## src/rtl/depacketizer.sv

```systemverilog
// Receive-side parser for the flagged 9-bit camera packet stream: finds the sync header,
// decodes the packet type and emits payload bytes with sop/eop markers, length and errors.
module depacketizer #(
    parameter int unsigned MAX_LEN = 1023,
    parameter int unsigned LEN_W   = 11
) (
    input  logic             clk,
    input  logic             rst,
    input  logic [8:0]       in_data,
    input  logic             in_valid,
    output logic             in_ready,
    output logic [7:0]       out_byte,
    output logic             out_valid,
    input  logic             out_ready,
    output logic             out_sop,
    output logic             out_eop,
    output logic             out_is_ctrl,
    output logic [7:0]       ctrl_status,
    output logic             pkt_done,
    output logic [LEN_W-1:0] pkt_len,
    output logic             hdr_err,
    output logic             len_err
);

    typedef enum logic [1:0] {StHunt, StHdr, StType, StPay} state_e;

    state_e           state_q, state_d;
    logic [3:0]       idx_q, idx_d;
    logic [LEN_W-1:0] count_q, count_d;
    logic [7:0]       hold_q, hold_d;
    logic             hold_full_q, hold_full_d;
    logic             hold_sop_q, hold_sop_d;
    logic             is_ctrl_q, is_ctrl_d;
    logic             drop_q, drop_d;
    logic [7:0]       out_byte_q, out_byte_d;
    logic             out_valid_q, out_valid_d;
    logic             out_sop_q, out_sop_d;
    logic             out_eop_q, out_eop_d;
    logic             out_is_ctrl_q, out_is_ctrl_d;
    logic [7:0]       ctrl_status_q, ctrl_status_d;
    logic             pkt_done_q, pkt_done_d;
    logic [LEN_W-1:0] pkt_len_q, pkt_len_d;
    logic             hdr_err_q, hdr_err_d;
    logic             len_err_q, len_err_d;

    logic       accept;
    logic       flag;
    logic [7:0] data;

    function automatic logic [7:0] hdr_byte(input logic [3:0] i);
        logic [7:0] b;
        case (i)
            4'd0:    b = 8'h0A;
            4'd1:    b = 8'h01;
            4'd2:    b = 8'h02;
            4'd3:    b = 8'h03;
            4'd4:    b = 8'h04;
            4'd5:    b = 8'h05;
            4'd6:    b = 8'h0A;
            4'd7:    b = 8'h01;
            4'd8:    b = 8'h02;
            4'd9:    b = 8'h03;
            4'd10:   b = 8'h04;
            4'd11:   b = 8'hCC;
            default: b = 8'h00;
        endcase
        return b;
    endfunction

    // The hold register drains only on a new accepted word, so readiness hinges on the
    // output register alone.
    assign in_ready = !out_valid_q || out_ready;
    assign accept   = in_valid && in_ready;
    assign flag     = in_data[8];
    assign data     = in_data[7:0];

    always_comb begin
        state_d       = state_q;
        idx_d         = idx_q;
        count_d       = count_q;
        hold_d        = hold_q;
        hold_full_d   = hold_full_q;
        hold_sop_d    = hold_sop_q;
        is_ctrl_d     = is_ctrl_q;
        drop_d        = drop_q;
        out_byte_d    = out_byte_q;
        out_valid_d   = out_valid_q;
        out_sop_d     = out_sop_q;
        out_eop_d     = out_eop_q;
        out_is_ctrl_d = out_is_ctrl_q;
        ctrl_status_d = ctrl_status_q;
        pkt_done_d    = 1'b0;
        pkt_len_d     = pkt_len_q;
        hdr_err_d     = 1'b0;
        len_err_d     = 1'b0;

        if (out_valid_q && out_ready) begin
            out_valid_d = 1'b0;
        end

        if (accept) begin
            unique case (state_q)
                StHunt: begin
                    if (flag && data == 8'h0A) begin
                        state_d = StHdr;
                        idx_d   = 4'd1;
                    end
                end
                StHdr: begin
                    if (flag && data == hdr_byte(idx_q)) begin
                        if (idx_q == 4'd11) begin
                            state_d = StType;
                            idx_d   = 4'd0;
                        end else begin
                            idx_d = idx_q + 4'd1;
                        end
                    end else begin
                        hdr_err_d = 1'b1;
                        // A stray 0A may itself be the start of a fresh header.
                        if (flag && data == 8'h0A) begin
                            idx_d = 4'd1;
                        end else begin
                            state_d = StHunt;
                            idx_d   = 4'd0;
                        end
                    end
                end
                StType: begin
                    if (flag && (data == 8'hFF || data == 8'h00)) begin
                        is_ctrl_d = (data == 8'h00);
                        state_d   = StPay;
                        count_d   = '0;
                        drop_d    = 1'b0;
                    end else begin
                        hdr_err_d = 1'b1;
                        state_d   = StHunt;
                    end
                end
                StPay: begin
                    if (flag) begin
                        if (count_q < LEN_W'(MAX_LEN)) begin
                            if (hold_full_q) begin
                                out_valid_d   = 1'b1;
                                out_byte_d    = hold_q;
                                out_sop_d     = hold_sop_q;
                                out_eop_d     = 1'b0;
                                out_is_ctrl_d = is_ctrl_q;
                            end
                            hold_d      = data;
                            hold_full_d = 1'b1;
                            hold_sop_d  = (count_q == '0);
                            if (is_ctrl_q && count_q == '0) begin
                                ctrl_status_d = data;
                            end
                            count_d = count_q + LEN_W'(1);
                        end else if (!drop_q) begin
                            len_err_d = 1'b1;
                            drop_d    = 1'b1;
                        end
                    end else begin
                        if (hold_full_q) begin
                            out_valid_d   = 1'b1;
                            out_byte_d    = hold_q;
                            out_sop_d     = hold_sop_q;
                            out_eop_d     = 1'b1;
                            out_is_ctrl_d = is_ctrl_q;
                        end
                        hold_full_d = 1'b0;
                        pkt_done_d  = 1'b1;
                        pkt_len_d   = count_q;
                        count_d     = '0;
                        state_d     = StHunt;
                    end
                end
                default: state_d = StHunt;
            endcase
        end
    end

    always_ff @(posedge clk or negedge rst) begin
        if (!rst) begin
            state_q       <= StHunt;
            idx_q         <= 4'd0;
            count_q       <= '0;
            hold_q        <= 8'h00;
            hold_full_q   <= 1'b0;
            hold_sop_q    <= 1'b0;
            is_ctrl_q     <= 1'b0;
            drop_q        <= 1'b0;
            out_byte_q    <= 8'h00;
            out_valid_q   <= 1'b0;
            out_sop_q     <= 1'b0;
            out_eop_q     <= 1'b0;
            out_is_ctrl_q <= 1'b0;
            ctrl_status_q <= 8'h00;
            pkt_done_q    <= 1'b0;
            pkt_len_q     <= '0;
            hdr_err_q     <= 1'b0;
            len_err_q     <= 1'b0;
        end else begin
            state_q       <= state_d;
            idx_q         <= idx_d;
            count_q       <= count_d;
            hold_q        <= hold_d;
            hold_full_q   <= hold_full_d;
            hold_sop_q    <= hold_sop_d;
            is_ctrl_q     <= is_ctrl_d;
            drop_q        <= drop_d;
            out_byte_q    <= out_byte_d;
            out_valid_q   <= out_valid_d;
            out_sop_q     <= out_sop_d;
            out_eop_q     <= out_eop_d;
            out_is_ctrl_q <= out_is_ctrl_d;
            ctrl_status_q <= ctrl_status_d;
            pkt_done_q    <= pkt_done_d;
            pkt_len_q     <= pkt_len_d;
            hdr_err_q     <= hdr_err_d;
            len_err_q     <= len_err_d;
        end
    end

    assign out_byte    = out_byte_q;
    assign out_valid   = out_valid_q;
    assign out_sop     = out_sop_q;
    assign out_eop     = out_eop_q;
    assign out_is_ctrl = out_is_ctrl_q;
    assign ctrl_status = ctrl_status_q;
    assign pkt_done    = pkt_done_q;
    assign pkt_len     = pkt_len_q;
    assign hdr_err     = hdr_err_q;
    assign len_err     = len_err_q;

endmodule

```

## config.mk

```make
export PLATFORM = sky130hd
export DESIGN_NAME = depacketizer
export DESIGN_NICKNAME = d
export VERILOG_FILES = /design/src/rtl/depacketizer.sv
export SDC_FILE = /design/constraint.sdc
export NUM_CORES = 1
export LEC_CHECK = 0
export BUFFER_PORTS_ARGS = -buffer_cell sky130_fd_sc_hd__buf_2
export CORE_AREA = 2 2 73 109
export CTS_CLUSTER_SIZE = 25
export DETAILED_ROUTE_END_ITERATION = 16
export DIE_AREA = 0 0 75 111
export PLACE_DENSITY = 0.63
export SYNTH_ARGS = -nofsm -noshare
export SYNTH_HDL_FRONTEND = slang
export SYNTH_SLANG_ARGS = --single-unit
```

## constraint.sdc

```tcl
create_clock -name clk -period 2.8 [get_ports clk]
set_input_delay 0.28 -clock clk [delete_from_list [all_inputs] [get_ports clk]]
set_output_delay 0.28 -clock clk [all_outputs]
set_load 0.03 [all_outputs]
```

==> summary.md <==
| Metric | Value |
|---|---|
| Pin count of the biggest net entering global routing | `33` |
| Max Fclk | `between 300 and 400 MHz` |
| Core area | `between 7000 and 8000 um^2` |
| Setup TNS | `0 ps` |
| Minimum clock period | `approximately 2700 ps` |
| Total power | `2.56 mW` |
| Global-route wire length before repair | `between 10000 and 15000 um` |
| Mapped Cells | `298` |
| DRT antenna net count | `0` |
| Synth top area cells | `dfrtp_1 (49%), mux2_2 (9.8%), ha_1 (5.1%)` |
| Final Instance Area | `between 3000 and 4000 um^2` |
| Syn Nets | `324` |
| Startpoint types | `flop` |
| Worst skew pair latency | `~330 ps` |
| Max Cap Viol | `0` |
| Layout cells sized above 1 | `approximately a third` |
| Placed insts | `between 400 and 500` |
| WL final | `~7300 um` |
| Rows | `39` |
| Crit path capture type | `flop` |
| Final std cells w/o fill | `460` |
| Initial DRC Count | `around 140` |
| Syn. warnings | `0` |
| Fin. Hold Viols | `0` |
| Cell taking the most area after synthesis | `dfrtp_1` |
| Initial antenna violation count | `0` |
| Top_reg_cell synth | `dfrtp_1` |
| Residual DRC | `0` |
| Top-area cell type share of the netlist area | `49.0%` |
| Placed instance area | `3580 um^2` |
| DR vias/cell | `roughly 5.3` |
| Synthesized area | `3210 um^2` |
| Pwr dens | `between 600 and 700 nW/um^2` |
| Leak pwr | `about 1.9 nW` |
| Slew Viols, Final | `0` |
| Seq/Total Area, Yosys | `around half` |
| Final setup fails | `0` |
| WL/cell | `about 16 um` |
| Die ar. | `roughly 8300 um^2` |
| HPWL Detailed | `approximately 5400 um` |
| Hold Crit Class | `input port to async pin` |
| Number of global-route vias before repair | `approximately 2400` |
| Critical R2R Launch | `idx_q[0]$_DFFE_PN0P_` |
| Global placement routability congestion | `slightly below 0.9` |
| Peak VDD IR | `about 0.35 mV` |
| Synth unique cells | `between 50 and 60` |
| WP data arrival | `roughly 3000 ps` |
| Routed vias | `about 2500` |
| Worst Path Required | `approximately 3000 ps` |
| CTS Buffer Depth | `2` |
| WS Path Type | `flop to flop` |
| Crit path from | `idx_q[0]$_DFFE_PN0P_` |
| CTS Hold Bufs | `0` |
| Total congestion overflow | `0` |
| Outcome | `finished, final reports clean` |
| Worst-margin pin slew | `715 ps` |
| CTS Buf Count | `9` |
| Clock slew at reported path FFs | `50 ps` |
| Mean post-synth cell area | `10.8 um^2` |
| All-Layer GR Usage | `a little under a fifth` |
| CTS tree | `done` |
| Final #Nets | `~380` |
| Clk sink count | `63` |
| Post-synth EDFFs | `0` |
| #FFs+latches synth | `63` |
| Max transition margin | `about 52%` |
| Drt first pass iters | `4` |
| Horiz. Die Dim | `between 70 and 80 um` |
| Number of port buffers | `between 40 and 50` |
| # diodes | `0` |
| Fin Clk Skew | `4.76 ps` |
| Ys async rst share | `100%` |
| H-tree lvl count | `3` |
| Max FO, Critical Path | `7` |
| IO Count | `48` |
| Layout area overhead | `20.8%` |
| DIE HEIGHT | `around 110 um` |
| Period utilisation layout | `97.9%` |
| Initial Util | `between 40% and 50%` |
| Clk root buf | `clkbuf_16` |
worst max-delay path, cell delays in order (launching register included):
cell and delay (ps):
dfrtp_1 450, ha_1 250, ha_1 210, a211o_1 260, a22oi_1 260, o2111ai_2 230, or4_1 500, a31oi_1 290
o32ai_1 150
state kept, by name (all words and copies together), names as in the netlist:
register,flops
out_sop,1
hold_full_q,1
out_is_ctrl,1
drop_q,1
hold_sop_q,1
hold_q,8
out_byte,8
hdr_err,1
len_err,1
pkt_len,11
idx_q,4
pkt_done,1
out_valid,1
count_q,11
state_q,2
is_ctrl_q,1
ctrl_status,8
out_eop,1
report_power, final:
| group | internal [mW] | switching [mW] | total (mW) | leakage [nW] |
|---|---|---|---|---|
| registers | 0.989 | 0.0860 | 1.08 | 0.861 |
| clock network | 0.685 | 0.393 | 1.08 | 0.142 |
| logic | 0.163 | 0.246 | 0.410 | 0.891 |
| total | 1.84 | 0.726 | 2.56 | 1.89 |
per-stage QoR:
| stage | worst slack [ps] | hold slack [ps] | util (%) |
|---|---|---|---|
| 2_1_floorplan | 97.2 | -15.6 | - |
| 3_3_place_gp | 242 | 389 | 47.9 |
| 5_1_grt | -69.9 | 81.4 | 52.0 |
| 3_5_place_dp | 112 | 384 | 47.9 |
| 6_report | 60.0 | 8.21 | 52.0 |
| 4_1_cts | 69.6 | 35.0 | 51.8 |
synthesized netlist by cell type, types with 3 or more instances:
cell and n:
nor2_1 12, nand2_1 42, nand3_1 10, a31oi_1 5
nor4_1 8, and4_1 3, a21oi_1 5, o21ai_0 7
nand4_1 5, o31ai_1 5, ha_1 13, inv_1 15
mux2_2 28, nor2b_1 3, dfrtp_1 63, nor3_1 5
a211oi_1 3, clkbuf_1 5, or4_1 4, buf_2 4
mux2i_1 3, xnor2_1 4, nand2b_1 3
layout make-up:
class,count,area [um^2]
clock buffer,10,229
clock inverter,6,61.3
multi-input combinational,207,1530
sequential,63,1580
inverter,16,60.1
timing repair buffer,56,303
fill,691,3580
tap,102,128
cell usage in the layout, fill, tap and decap left out, types with 3 or more instances in the layout:
cell,Yosys,final
a211oi_1,3,3
and4_1,3,3
a31oi_1,5,5
nor2b_1,3,3
nor3_1,5,5
nand2b_1,3,3
mux2i_1,3,3
inv_1,15,15
ha_1,13,13
o21ai_0,7,7
nand2_1,42,42
clkbuf_16,0,9
nor4_1,8,8
buf_4,2,9
nand3_1,10,10
mux2_2,28,28
nand4_1,5,5
or4_1,4,4
dfrtp_1,63,63
clkinv_2,0,3
a21oi_1,5,5
xnor2_1,4,4
o31ai_1,5,5
nor2_1,12,12
buf_2,4,47
worst paths after layout:
check / endpoint / slack [ps] / cells after the start
min: count_q[9]$_DFFE_PN0P_ / 8 / 1
min reg2reg: pkt_len[9]$_DFFE_PN0P_ / 460 / 2
max: state_q[1]$_DFFE_PN0P_ / 60 / 8
max reg2reg: state_q[1]$_DFFE_PN0P_ / 60 / 8
min in group clk: hold_q[5]$_DFFE_PN0P_ / 280 / 2
max in group asynchronous: drop_q$_DFFE_PN0P_ / 2070 / 2
metal layers:
metal / global-route usage [%] / share of wire (%) / vias to the layer above
li1: - / - / 1187
met2: 31.5 / 53 / 55
met3: 4.09 / 3.2 / 12
met1: 22.5 / 41 / 1196
met4: 7.74 / 2.4 / 0
met5: 0 / 0 / -
cell families (layout without fill, tap and decap cells):
| family | after synthesis | in the layout | synth area share, % |
|---|---|---|---|
| AOI/OAI and AO/OA | 49 | 49 | 12.1 |
| xor gates and xnor gates | 6 | 6 | 1.63 |
| adders and majority gates | 13 | 13 | 5.06 |
| buffers and inverters | 28 | 88 | 3.89 |
| DFF | 63 | 63 | 49.0 |
| muxes | 31 | 31 | 10.7 |
| and+or+nand+nor | 108 | 108 | 17.5 |
timing repair:
action,4_1_cts,5_1_grt
setup endpoints to repair,0,3
buffers inserted,0,0
resized for setup,0,2
(Power assumes the default switching activity.)
